[src/rtl/sweep_controller_pkg.sv]
// -----------------------------------------------------------------------------
// tracker_pkg
// Shared definitions for the solar tracker's max-voltage search.
//   ADC_W    : width of an ADC conversion result
//   CMP_LSB  : lowest bit taken into the "is it larger" comparison; the bits
//              below it are treated as noise, as in the tracker comparator
//   ST_*     : sweep_controller state encoding (also seen on the STATE
//              debug output)
//   cmp_gt() : strict unsigned compare on the [ADC_W-1:CMP_LSB] slice
// -----------------------------------------------------------------------------
package tracker_pkg;

   localparam int ADC_W   = 12;
   localparam int CMP_LSB = 4;

   localparam logic [2:0] ST_IDLE     = 3'd0;
   localparam logic [2:0] ST_MOVE     = 3'd1;
   localparam logic [2:0] ST_SETTLE   = 3'd2;
   localparam logic [2:0] ST_SAMPLE   = 3'd3;
   localparam logic [2:0] ST_WAIT_ADC = 3'd4;
   localparam logic [2:0] ST_UPDATE   = 3'd5;
   localparam logic [2:0] ST_RETURN   = 3'd6;
   localparam logic [2:0] ST_FINISH   = 3'd7;

   function automatic logic cmp_gt(input logic [ADC_W-1:0] a,
                                   input logic [ADC_W-1:0] b);
      return a[ADC_W-1:CMP_LSB] > b[ADC_W-1:CMP_LSB];
   endfunction

endpackage

[src/rtl/sweep_controller_if.sv]
// -----------------------------------------------------------------------------
// sweep_controller_if
// Bundles the sweep controller's control, ADC and servo signals.
//   START      : one-cycle sweep request from top-level control
//   ADC_START  : one-cycle conversion request to the ADC interface
//   ADC_VALID  : one-cycle strobe, ADC_DATA valid
//   ADC_DATA   : conversion result
//   POS        : servo position command
//   BEST_POS   : position of the largest reading so far
//   BEST_VAL   : full reading at BEST_POS
//   BUSY/DONE/ERR : status (ERR = sticky ADC timeout)
//   STATE      : FSM state, debug visibility only
// Handshake: ADC_START is a single-cycle request; the ADC answers with a
// single-cycle ADC_VALID no earlier than the cycle after ADC_START, and the
// controller only accepts it while waiting for a conversion (there is no
// ready/back-pressure; an unexpected strobe is simply dropped).
// master = controller side, slave = environment side.
// -----------------------------------------------------------------------------
interface sweep_controller_if #(
   parameter int POS_W = 8
);
   logic                           START;
   logic                           ADC_START;
   logic                           ADC_VALID;
   logic [tracker_pkg::ADC_W-1:0]  ADC_DATA;
   logic [POS_W-1:0]               POS;
   logic [POS_W-1:0]               BEST_POS;
   logic [tracker_pkg::ADC_W-1:0]  BEST_VAL;
   logic                           BUSY;
   logic                           DONE;
   logic                           ERR;
   logic [2:0]                     STATE;

   modport master (
      input  START, ADC_VALID, ADC_DATA,
      output ADC_START, POS, BEST_POS, BEST_VAL, BUSY, DONE, ERR, STATE
   );

   modport slave (
      output START, ADC_VALID, ADC_DATA,
      input  ADC_START, POS, BEST_POS, BEST_VAL, BUSY, DONE, ERR, STATE
   );
endinterface

[src/rtl/sweep_controller_timer.sv]
// -----------------------------------------------------------------------------
// sweep_timer
// Loadable down-counter with a zero flag. After a load it decrements once per
// cycle and parks at zero.
//   CLK, RST  : clock, asynchronous active-high reset (count -> 0)
//   load      : load load_val this cycle (takes priority over counting)
//   load_val  : value to load
//   zero      : count is zero
// -----------------------------------------------------------------------------
module sweep_timer #(
   parameter int W = 8
) (
   input  logic         CLK,
   input  logic         RST,
   input  logic         load,
   input  logic [W-1:0] load_val,
   output logic         zero
);
   logic [W-1:0] cnt;

   always_ff @(posedge CLK or posedge RST) begin
      if (RST) begin
         cnt <= '0;
      end else if (load) begin
         cnt <= load_val;
      end else if (cnt != '0) begin
         cnt <= cnt - 1'b1;
      end
   end

   assign zero = (cnt == '0);
endmodule

[src/rtl/sweep_controller.sv]
// -----------------------------------------------------------------------------
// sweep_controller
// Steps the servo over 0, STEP, 2*STEP ... <= POS_MAX, settles, takes one ADC
// conversion per position and keeps the largest (8-MSB compare) reading and
// its position, then returns the servo to that position and pulses DONE.
//   CLK, RST : clock, asynchronous active-high reset
//   bus      : sweep_controller_if.master (START, ADC handshake, POS, BEST_*,
//              BUSY, DONE, ERR, STATE debug)
// All bus outputs are registered.
// -----------------------------------------------------------------------------
module sweep_controller
   import tracker_pkg::*;
#(
   parameter int POS_W         = 8,
   parameter int POS_MAX       = 180,
   parameter int STEP          = 1,
   parameter int SETTLE_CYCLES = 100000,
   parameter int ADC_TIMEOUT   = 4096
) (
   input logic               CLK,
   input logic               RST,
   sweep_controller_if.master bus
);
   localparam int CNT_MAX = (SETTLE_CYCLES > ADC_TIMEOUT) ? SETTLE_CYCLES : ADC_TIMEOUT;
   localparam int CNT_W   = $clog2(CNT_MAX + 1);
   localparam logic [CNT_W-1:0] SETTLE_LOAD = CNT_W'(SETTLE_CYCLES - 1);
   localparam logic [CNT_W-1:0] TMO_LOAD    = CNT_W'(ADC_TIMEOUT - 1);
   // One extra bit so POS + STEP cannot wrap before the range check.
   localparam logic [POS_W:0]   POS_MAX_X   = (POS_W+1)'(POS_MAX);
   localparam logic [POS_W:0]   STEP_X      = (POS_W+1)'(STEP);

   logic [2:0]       state, state_n;
   logic [POS_W-1:0] pos, best_pos;
   logic [ADC_W-1:0] best_val, sample;
   logic             sample_ok;
   logic             adc_start, busy, done, err;
   logic             settle_load, tmo_load, settle_zero, tmo_zero;
   logic [POS_W:0]   pos_next;
   logic             more, take;

   sweep_timer #(.W(CNT_W)) u_settle (
      .CLK(CLK), .RST(RST), .load(settle_load), .load_val(SETTLE_LOAD), .zero(settle_zero)
   );

   sweep_timer #(.W(CNT_W)) u_timeout (
      .CLK(CLK), .RST(RST), .load(tmo_load), .load_val(TMO_LOAD), .zero(tmo_zero)
   );

   assign pos_next = {1'b0, pos} + STEP_X;
   assign more     = (pos_next <= POS_MAX_X);
   // A timed-out conversion leaves sample_ok low and can never win.
   assign take     = sample_ok && cmp_gt(sample, best_val);

   always_comb begin
      state_n     = state;
      settle_load = 1'b0;
      tmo_load    = 1'b0;
      case (state)
         ST_IDLE:     if (bus.START) state_n = ST_MOVE;
         ST_MOVE:     begin settle_load = 1'b1; state_n = ST_SETTLE; end
         ST_SETTLE:   if (settle_zero) state_n = ST_SAMPLE;
         ST_SAMPLE:   begin tmo_load = 1'b1; state_n = ST_WAIT_ADC; end
         // The strobe wins over an expiring timeout in the same cycle.
         ST_WAIT_ADC: if (bus.ADC_VALID || tmo_zero) state_n = ST_UPDATE;
         ST_UPDATE: begin
            if (more) begin
               state_n = ST_MOVE;
            end else begin
               // Servo is commanded back here, so its settle starts now.
               settle_load = 1'b1;
               state_n     = ST_RETURN;
            end
         end
         ST_RETURN:   if (settle_zero) state_n = ST_FINISH;
         ST_FINISH:   state_n = ST_IDLE;
         default:     state_n = ST_IDLE;
      endcase
   end

   always_ff @(posedge CLK or posedge RST) begin
      if (RST) begin
         state     <= ST_IDLE;
         pos       <= '0;
         best_pos  <= '0;
         best_val  <= '0;
         sample    <= '0;
         sample_ok <= 1'b0;
         adc_start <= 1'b0;
         busy      <= 1'b0;
         done      <= 1'b0;
         err       <= 1'b0;
      end else begin
         state     <= state_n;
         busy      <= (state_n != ST_IDLE);
         adc_start <= (state == ST_SETTLE) && settle_zero;
         done      <= (state == ST_RETURN) && settle_zero;
         case (state)
            ST_IDLE: begin
               if (bus.START) begin
                  pos      <= '0;
                  best_pos <= '0;
                  best_val <= '0;
                  err      <= 1'b0;
               end
            end
            ST_WAIT_ADC: begin
               if (bus.ADC_VALID) begin
                  sample    <= bus.ADC_DATA;
                  sample_ok <= 1'b1;
               end else if (tmo_zero) begin
                  sample_ok <= 1'b0;
                  err       <= 1'b1;
               end
            end
            ST_UPDATE: begin
               if (take) begin
                  best_pos <= pos;
                  best_val <= sample;
               end
               if (more) begin
                  pos <= pos_next[POS_W-1:0];
               end else begin
                  pos <= take ? pos : best_pos;
               end
            end
            default: ;
         endcase
      end
   end

   assign bus.ADC_START = adc_start;
   assign bus.POS       = pos;
   assign bus.BEST_POS  = best_pos;
   assign bus.BEST_VAL  = best_val;
   assign bus.BUSY      = busy;
   assign bus.DONE      = done;
   assign bus.ERR       = err;
   assign bus.STATE     = state;
endmodule

[src/flat_wrapper.sv]
// flat-port wrapper written by rule: the top's interface ports become plain ports
module sweep_controller_flat import tracker_pkg::*;
#(
   parameter int POS_W         = 8,
   parameter int POS_MAX       = 180,
   parameter int STEP          = 1,
   parameter int SETTLE_CYCLES = 100000,
   parameter int ADC_TIMEOUT   = 4096
)
  (CLK, RST, bus_START, bus_ADC_VALID, bus_ADC_DATA, bus_ADC_START, bus_POS, bus_BEST_POS, bus_BEST_VAL, bus_BUSY, bus_DONE, bus_ERR, bus_STATE);
  sweep_controller_if #(.POS_W(POS_W)) bus_i ();
  input logic CLK;
  input logic RST;
  input wire logic [$bits(bus_i.START)-1:0] bus_START;
  input wire logic [$bits(bus_i.ADC_VALID)-1:0] bus_ADC_VALID;
  input wire logic [$bits(bus_i.ADC_DATA)-1:0] bus_ADC_DATA;
  output wire logic [$bits(bus_i.ADC_START)-1:0] bus_ADC_START;
  output wire logic [$bits(bus_i.POS)-1:0] bus_POS;
  output wire logic [$bits(bus_i.BEST_POS)-1:0] bus_BEST_POS;
  output wire logic [$bits(bus_i.BEST_VAL)-1:0] bus_BEST_VAL;
  output wire logic [$bits(bus_i.BUSY)-1:0] bus_BUSY;
  output wire logic [$bits(bus_i.DONE)-1:0] bus_DONE;
  output wire logic [$bits(bus_i.ERR)-1:0] bus_ERR;
  output wire logic [$bits(bus_i.STATE)-1:0] bus_STATE;
  assign bus_i.START = bus_START;
  assign bus_i.ADC_VALID = bus_ADC_VALID;
  assign bus_i.ADC_DATA = bus_ADC_DATA;
  assign bus_ADC_START = bus_i.ADC_START;
  assign bus_POS = bus_i.POS;
  assign bus_BEST_POS = bus_i.BEST_POS;
  assign bus_BEST_VAL = bus_i.BEST_VAL;
  assign bus_BUSY = bus_i.BUSY;
  assign bus_DONE = bus_i.DONE;
  assign bus_ERR = bus_i.ERR;
  assign bus_STATE = bus_i.STATE;
  sweep_controller #(.POS_W(POS_W), .POS_MAX(POS_MAX), .STEP(STEP), .SETTLE_CYCLES(SETTLE_CYCLES), .ADC_TIMEOUT(ADC_TIMEOUT)) u_core (.CLK(CLK), .RST(RST), .bus(bus_i));
endmodule
[config.mk]
export PLATFORM = sky130hd
export DESIGN_NAME = sweep_controller_flat
export DESIGN_NICKNAME = d
export VERILOG_FILES = /design/src/rtl/sweep_controller_pkg.sv /design/src/rtl/sweep_controller_if.sv /design/src/rtl/sweep_controller_timer.sv /design/src/rtl/sweep_controller.sv /design/src/flat_wrapper.sv
export SDC_FILE = /design/constraint.sdc
export NUM_CORES = 1
export LEC_CHECK = 0
export CAP_MARGIN = 20
export CORE_MARGIN = 1.5
export CORE_UTILIZATION = 60
export DETAILED_ROUTE_END_ITERATION = 10
export GPL_TIMING_DRIVEN = 1
export PLACE_DENSITY = 0.82
export SLEW_MARGIN = 20
export SYNTH_ARGS = -nofsm -noshare
export SYNTH_HDL_FRONTEND = slang
export SYNTH_SLANG_ARGS = --single-unit
[constraint.sdc]
create_clock -name CLK -period 6.9 [get_ports CLK]
set_clock_uncertainty 0.05 [all_clocks]
set_input_delay 1.38 -clock CLK [delete_from_list [all_inputs] [get_ports CLK]]
set_output_delay 1.38 -clock CLK [all_outputs]
set_load 0.02 [all_outputs]
Word level (Yosys, flattened, before mapping) --
Index checks and enable logic that the tools add are counted.
Storage, ports and cells: flip-flop bits (word level) 82, input port bits 16, logic and storage cells 75, output and inout bits 35
Operators by class: reductions and logical operators 20, mux-type cells 27, add/sub/neg operators 3, order comparisons 2, eq/ne operators 11
Operators with widths (number):
- 17-bit two-way mux | 4
- 17-bit zero test | 2
- 17-bit nonzero test | 2
- 17-bit by 1-bit subtractor with 17-bit output (second input constant) | 2
- 8-bit case mux with 2 select lines | 2
- 12-bit two-way mux | 2
- 8-bit two-way mux | 3
- 12-bit case mux with 2 select lines | 1
- 3-bit case mux with 8 select lines | 1
- 3-bit two-way mux | 5
- 3-bit == test (second input constant) | 4
- 2-bit nonzero test | 5
- 8-bit by 1-bit adder with 9-bit output (second input constant) | 1
- 9-bit by 8-bit <= comparator with 1-bit output (second input constant) | 1
- 8-bit greater-than comparator | 1
- 1-bit two-way mux | 7
- 3-bit by 2-bit == test with 1-bit output (second input constant) | 2
- 2-bit AND reduction | 3
- 2-bit by 1-bit inequality test with 1-bit output (second input constant) | 2
- 2-bit inequality test (second input constant) | 2
- 1-bit case mux with 2 select lines | 2
- 4-bit AND reduction | 1
- 3-bit by 1-bit == test with 1-bit output (second input constant) | 1
- 1-bit logical AND | 3
- other kinds (4) | 4

Longest topological paths before layout --
Gate-level depths: netlist of the first run.
word-level depth 5, mapped depth 10, depth with buffers taken out 8

Cells and area by module --
A second synthesis of the first run with hierarchy kept.
Unflattened totals: cells, all modules 479, area, all modules 4628.2 µm²
Modules (own cells, without submodules):
- sweep_controller | cells an instance 261, seq. area each 1201.2 µm², instances 1, area an instance 2503.7 µm²
- sweep_timer | cells an instance 109, seq. area each 425.4 µm², instances 2, area an instance 1062.3 µm²

Least setup slack after synthesis of the first run --
Ideal clock, no wire load.
path kind input -> register, start point input bus_ADC_VALID, end point register u_core.sample[0], path slack 4.147 ns, required time 6.725 ns, arrival 2.578 ns, stages 4, setup time 0.125 ns, buffers on the path 1, path through nand2_1 -> nor3_1 -> clkbuf_1 -> mux2_2
On the way: cells in the longest elaborated chain, start to end 1
Ends and longest elaborated chain:
- from (decl) | line flat_wrapper.sv:15 | input wire logic [$bits(bus_i.ADC_VALID)-1:0] bus_ADC_VALID;
- 2-bit AND reduction (no line)
- to (signal assigned) | line sweep_controller.sv:108 | sample <= bus.ADC_DATA;
- to (decl) | line sweep_controller.sv:34 | logic [ADC_W-1:0] best_val, sample;
No other way between the ends. A chain may end at the register's enable or synchronous reset.

Worst setup path in the final report of the first run --
start point register u_core.state[0], in the netlist u_core.bus.STATE[0], end point output bus_STATE[0]
RTL lines:
- from (decl) | line sweep_controller.sv:32 | logic [2:0] state, state_n;
- from (signal assigned) | line sweep_controller.sv:93 | state <= state_n;
- to (decl) | line flat_wrapper.sv:24 | output wire logic [$bits(bus_i.STATE)-1:0] bus_STATE;
No word-level cell between the ends.

==> results of run 1 <==
-- sequential cells by signal (all words and copies together), names as in the netlist, 3 cells and up --
signal                flops
u_core.sample            12
u_core.bus.POS            8
u_core.bus.BEST_POS       8
u_core.u_timeout.cnt     17
u_core.u_settle.cnt      17
u_core.bus.BEST_VAL      12
u_core.bus.STATE          3
-- report_power, final --
group	total [mW]	switching (mW)	internal [mW]
Sequential	0.481	0.000196	0.480
Combinational	0.0202	0.0113	0.00883
Clock	0.363	0.182	0.181
-- cells in the mapped netlist (2+ instances only) --
master	number
dfrtp_1	82
nand2_1	65
nor2_1	31
o21ai_0	30
inv_1	21
nand3_1	21
mux2_2	14
xor2_1	14
ha_1	13
nor3_1	13
xnor2_1	13
a21oi_1	11
clkbuf_1	10
nand4_1	9
mux2i_1	8
or3_1	8
a22o_1	7
nor4_1	6
and3_1	4
buf_2	4
nand2b_1	4
nor2b_1	3
o211ai_1	3
o21a_1	3
a21o_1	2
and2_1	2
nor4b_1	2
o31ai_1	2
or4_1	2
or4_4	2
-- kinds of logic after synthesis --
family | synth area share (%)
simple gates | 21.8
flops | 48.7
compound gates | 11.0
buf+inv | 3.50
xor+xnor | 5.61
mux | 5.64
fa+ha+maj | 3.86
-- stage by stage --
| stage | hold WS [ps] | setup WS (ps) | instances |
|---|---|---|---|
| floorplan | 396 | 3360 | 433 |
| global placement | 407 | 3540 | 565 |
| detailed placement | 422 | 3530 | 565 |
| CTS | 445 | 3820 | 581 |
| global route | 486 | 3760 | 581 |
| finish | 441 | 3800 | 581 |
-- per-layer routing --
metal	share of wire (%)	wire length [um]	vias to the layer above	global-route usage (%)
met5	0	0	-	0
met4	1.9	160	0	10.3
met3	4.7	405	16	4.10
met2	47	4080	83	40.7
met1	46	3950	1597	34.6
li1	-	-	1620	-
-- area by class of cell --
| type | instances | area [um2] |
|---|---|---|
| multi-input combinational | 315 | 2030 |
| sequential | 82 | 2050 |
| clock inverter | 6 | 72.6 |
| timing repair buffer | 51 | 512 |
| clock buffer | 10 | 138 |
| tap | 96 | 120 |
| inverter | 21 | 80.1 |
| fill | 522 | 1790 |
-- final timing paths --
check / from / end / slack [ps] / cells past startpoint
max: u_core.bus.STATE[0] / bus_STATE[0] / 3800 / 1
min: u_core.sample[2] / u_core.bus.BEST_VAL[2] / 440 / 2
max reg2reg: u_core.bus.BEST_VAL[11] / u_core.bus.BEST_VAL[1] / 4060 / 7
min reg2reg: u_core.sample[2] / u_core.bus.BEST_VAL[2] / 440 / 2
max in group asynchronous: RST / u_core.bus.BEST_VAL[10] / 4820 / 3
min in group asynchronous: RST / u_core.u_settle.cnt[1] / 1490 / 3
==> results.json, run 1 <==
{
  "outcome": "completed",
  "first_pass_iters": 5,
  "layout_common_cells": "82 x dfrtp_1, 65 x nand2_1, 50 x clkdlybuf4s50_1, 31 x nor2_1, 30 x o21ai_0",
  "finalPower_mw": 0.864,
  "fmax_mhz": 323,
  "cts_resized": 0,
  "synth-edff-count": 0,
  "layout-drive-gt1-share_pct": 8.66,
  "cts_setup_buffers": 0,
  "placed_area_um2": 4780,
  "ioPinCount": 51,
  "yosys.cell_types.count": 54,
  "p_leak_nw": 2.35,
  "critPathTopFamily": "buffers and inverters",
  "cts.path.max_buffers": 2,
  "tns_ps": 0,
  "yosysWarnings": 0,
  "slowest_stage": "clkdlybuf4s50_1",
  "ir_drop_mv": 0.121,
  "max_cap_viol_count": 0,
  "cts_buffers": 9,
  "vias": 3316,
  "layout_commonest_cell": "dfrtp_1",
  "synth.top_cell.area_share_pct": 48.7,
  "drc": 0,
  "fin_area_um2": 5000,
  "die-area_um2": 7540,
  "p_per_area_nw_per_um2": 173,
  "core_area_um2": 6790,
  "ant_nets": 0,
  "syn_inst": 433,
  "dpl.hpwl_mm": 5.93,
  "port_buffers": 50,
  "clock_sinks": 82,
  "final_core_util_pct": 73.6,
  "hold_class": "register to register",
  "synthesis.nets": 462,
  "cp_cell_sequence": "clkdlybuf4s50_1",
  "ys_async_sr_fraction_pct": 100,
  "min_period_ps": 3100,
  "rows": 30,
  "critPathKind": "register to output port",
  "die_w_um": 86.8,
  "ys_seq_area_share_pct": 48.7,
  "hold_violations": 0,
  "ys_ff_latch": 82,
  "postCtsHoldBufs": 0,
  "ys.flop_type": "dfrtp_1",
  "totalWireLength_mm": 8.59,
  "syn_avg_cell_area_um2": 9.74,
  "crit_path_start_kind": "register",
  "grt_use_total_pct": 25.4,
  "tightest_slew_ps": 937,
  "rsz0062_at_grt": "no",
  "setup_viol": 0,
  "cp_max_fo": 11,
  "nNetsFinal": 509,
  "antenna_found_initial": 0,
  "clock_latency_ps": 360,
  "gp_congestion": 0.831,
  "maxSlewViolCount": 0,
  "synth_area_um2": 4220,
  "grt_pass1_wl_mm": 15.0,
  "critical_path.endpoint_type": "output port",
  "drt_iter0_drc": 229,
  "critPathRequiredTime_ps": 5470,
  "diodes": 0,
  "overflow": 0,
  "arrival_ps": 1670,
  "start_util_pct": 62.1,
  "cts-root-buf": "clkbuf_8",
  "h-tree-depth": 3,
  "yosysTopAreaCell": "dfrtp_1",
  "maxSlewHeadroom_pct": 37.6,
  "synth_area_leaders": "dfrtp_1 49%, nand2_1 5.8%, ha_1 3.9%",
  "wire_per_inst_um": 14.8,
  "period_share_pct": 44.9,
  "cpPeakStageDelay_ps": 690,
  "cts_tree": "yes",
  "clk_pin_slew_ps": 80,
  "crit_buf_inv": 1,
  "grt_max_degree": 83,
  "die_y_um": 86.8,
  "syn_to_final_growth_pct": 18.6,
  "viasPerCell": 5.71,
  "grt_pass1_vias": 3183
}
No activity file was read; power rests on OpenSTA's default activity.
==> run 2, diff against run 1 <==
--- a/config.mk
+++ b/config.mk
@@ -7,10 +7,10 @@
 export LEC_CHECK = 0
 export CAP_MARGIN = 20
 export CORE_MARGIN = 1.5
-export CORE_UTILIZATION = 60
+export CORE_UTILIZATION = 56
 export DETAILED_ROUTE_END_ITERATION = 10
 export GPL_TIMING_DRIVEN = 1
-export PLACE_DENSITY = 0.82
+export PLACE_DENSITY = 0.77
 export SLEW_MARGIN = 20
 export SYNTH_ARGS = -nofsm -noshare
 export SYNTH_HDL_FRONTEND = slang
==> constraint.sdc (replaced) <==
create_clock -name CLK -period 3.2 [get_ports CLK]
set_clock_uncertainty 0.05 [all_clocks]
set_input_delay 0.64 -clock CLK [delete_from_list [all_inputs] [get_ports CLK]]
set_output_delay 0.64 -clock CLK [all_outputs]
set_load 0.02 [all_outputs]
==> run 2 against run 1 <==
  * Setup slack got worse by 3200 ps
  * Design area grew 0.85%
  * Die area up 6.9%
  * Routed wire length rose by 3.7%
  * First-iteration DRC count is 0.44% lower
  * Hold slack worse by 9.6 ps
  * Largest cell class unchanged
  * Core utilization shrank 4.1 points
==> results.json, run 2 (synthesis gave the netlist of run 1 again) <==
{
  "layout_commonest_cell": "dfrtp_1",
  "cts_resized": 0,
  "cp_max_fo": 13,
  "cts_tree": "yes",
  "cts_buffers": 9,
  "min_period_ps": 2630,
  "grt_use_total_pct": 23.7,
  "fmax_mhz": 380,
  "drc": 0,
  "vias": 3360,
  "h-tree-depth": 3,
  "arrival_ps": 2800,
  "wire_per_inst_um": 15.2,
  "grt_max_degree": 37,
  "layout_common_cells": "82 x dfrtp_1, 65 x nand2_1, 50 x clkdlybuf4s50_1, 31 x nor2_1, 30 x o21ai_0",
  "reg_top3": "u_core.u_settle.cnt x17, u_core.u_timeout.cnt x17",
  "first_pass_iters": 4,
  "start_util_pct": 58.2,
  "period_share_pct": 82.2,
  "totalWireLength_mm": 8.91,
  "overflow": 0,
  "maxSlewViolCount": 0,
  "clock_latency_ps": 340,
  "cts-root-buf": "clkbuf_8",
  "maxSlewHeadroom_pct": 49.9,
  "grt_pass1_vias": 3364,
  "met1_usage_pct": 32.8,
  "grt_pass1_wl_mm": 15.6,
  "ant_nets": 0,
  "critPathRequiredTime_ps": 3360,
  "p_per_area_nw_per_um2": 373,
  "hold_class": "register to register",
  "die_w_um": 89.8,
  "die-area_um2": 8060,
  "gp_congestion": 0.951,
  "critical_path.endpoint_type": "register",
  "antenna_found_initial": 0,
  "diodes": 0,
  "hold_violations": 0,
  "use_met3_pct": 5.25,
  "ioPinCount": 51,
  "layout.cells.non_filler": 588,
  "layout-drive-gt1-share_pct": 9.00,
  "critPathKind": "register to register",
  "final_core_util_pct": 69.6,
  "port_buffers": 50,
  "max_cap_viol_count": 0,
  "busiest_layer": "met2",
  "postCtsHoldBufs": 0,
  "dp_cells": 572,
  "outcome": "completed",
  "setup_viol": 0,
  "p_leak_nw": 2.38,
  "core_area_um2": 7250,
  "fin_hold_ws_ps": 432,
  "nNetsFinal": 513,
  "tns_ps": 0,
  "dpl.hpwl_mm": 6.22,
  "rows": 31,
  "viasPerCell": 5.71,
  "crit_path_start_kind": "register",
  "cts_setup_buffers": 0,
  "syn_to_final_growth_pct": 19.6,
  "drt_iter0_drc": 228,
  "clk_pin_slew_ps": 80,
  "rsz0062_at_grt": "no",
  "die_y_um": 89.8,
  "grt_use_met2_pct": 37.4,
  "clock_sinks": 82,
  "tightest_slew_ps": 744,
  "finalPower_mw": 1.88,
  "ir_drop_mv": 0.293,
  "cts.path.max_buffers": 2
}
==> run 2: cell types whose count changed in the layout (fill, tap and decap cells not counted), sizes merged <==
cell / change
buf: +4
clkbuf: +5
clkinv: -2
clkinvlp: -1
inv: -2
==> run 2: path summary, 6_finish.rpt <==
path	from	end	slack, ps	depth (start not counted)
worst max-delay path	u_core.bus.POS[0]	u_core.u_settle.cnt[7]	570	6
worst min-delay path	u_core.sample[3]	u_core.bus.BEST_VAL[3]	430	2
worst max register to register	u_core.bus.POS[0]	u_core.u_settle.cnt[7]	570	6
worst min register to register	u_core.sample[3]	u_core.bus.BEST_VAL[3]	430	2
max in group asynchronous	RST	u_core.bus.POS[3]	1880	3
min in group asynchronous	RST	u_core.u_settle.cnt[2]	590	2
==> run 2: metrics by stage <==
step / worst slack, ps / instance area (um2)
detailed placement: 625 / 4830
floorplan: 402 / 4220
CTS: 606 / 5050
global route: 345 / 5050
finish: 568 / 5050
global placement: 681 / 4830
==> run 2: worst max-delay path, stage by stage (launching register included) <==
cell and delay (ps):
dfrtp_1 560, ha_1 310, nor3_1 80, o211ai_1 350
and3_1 500, a21oi_4 150, or3b_2 490
==> run 2: cell type report <==
cell class,count,area (um2)
clock buffers,15,186
clock inverters,1,30.0
fillers,583,2210
inverters,21,80.1
multi-input cells,315,2020
flip-flops and latches,82,2050
well taps,99,124
repair buffers,55,551
==> run 2: power breakdown <==
| part | internal (mW) | leakage [nW] | switching [mW] |
|---|---|---|---|
| combinational | 0.0210 | 1.29 | 0.0250 |
| clock | 0.447 | 0.110 | 0.350 |
| sequential | 1.04 | 0.977 | 0.000355 |
==> run 2: layer usage <==
layer	share of wire, %	up-vias
met4	1.5	0
met5	0	-
met3	5.0	17
met2	46	100
li1	-	1630
met1	47	1613
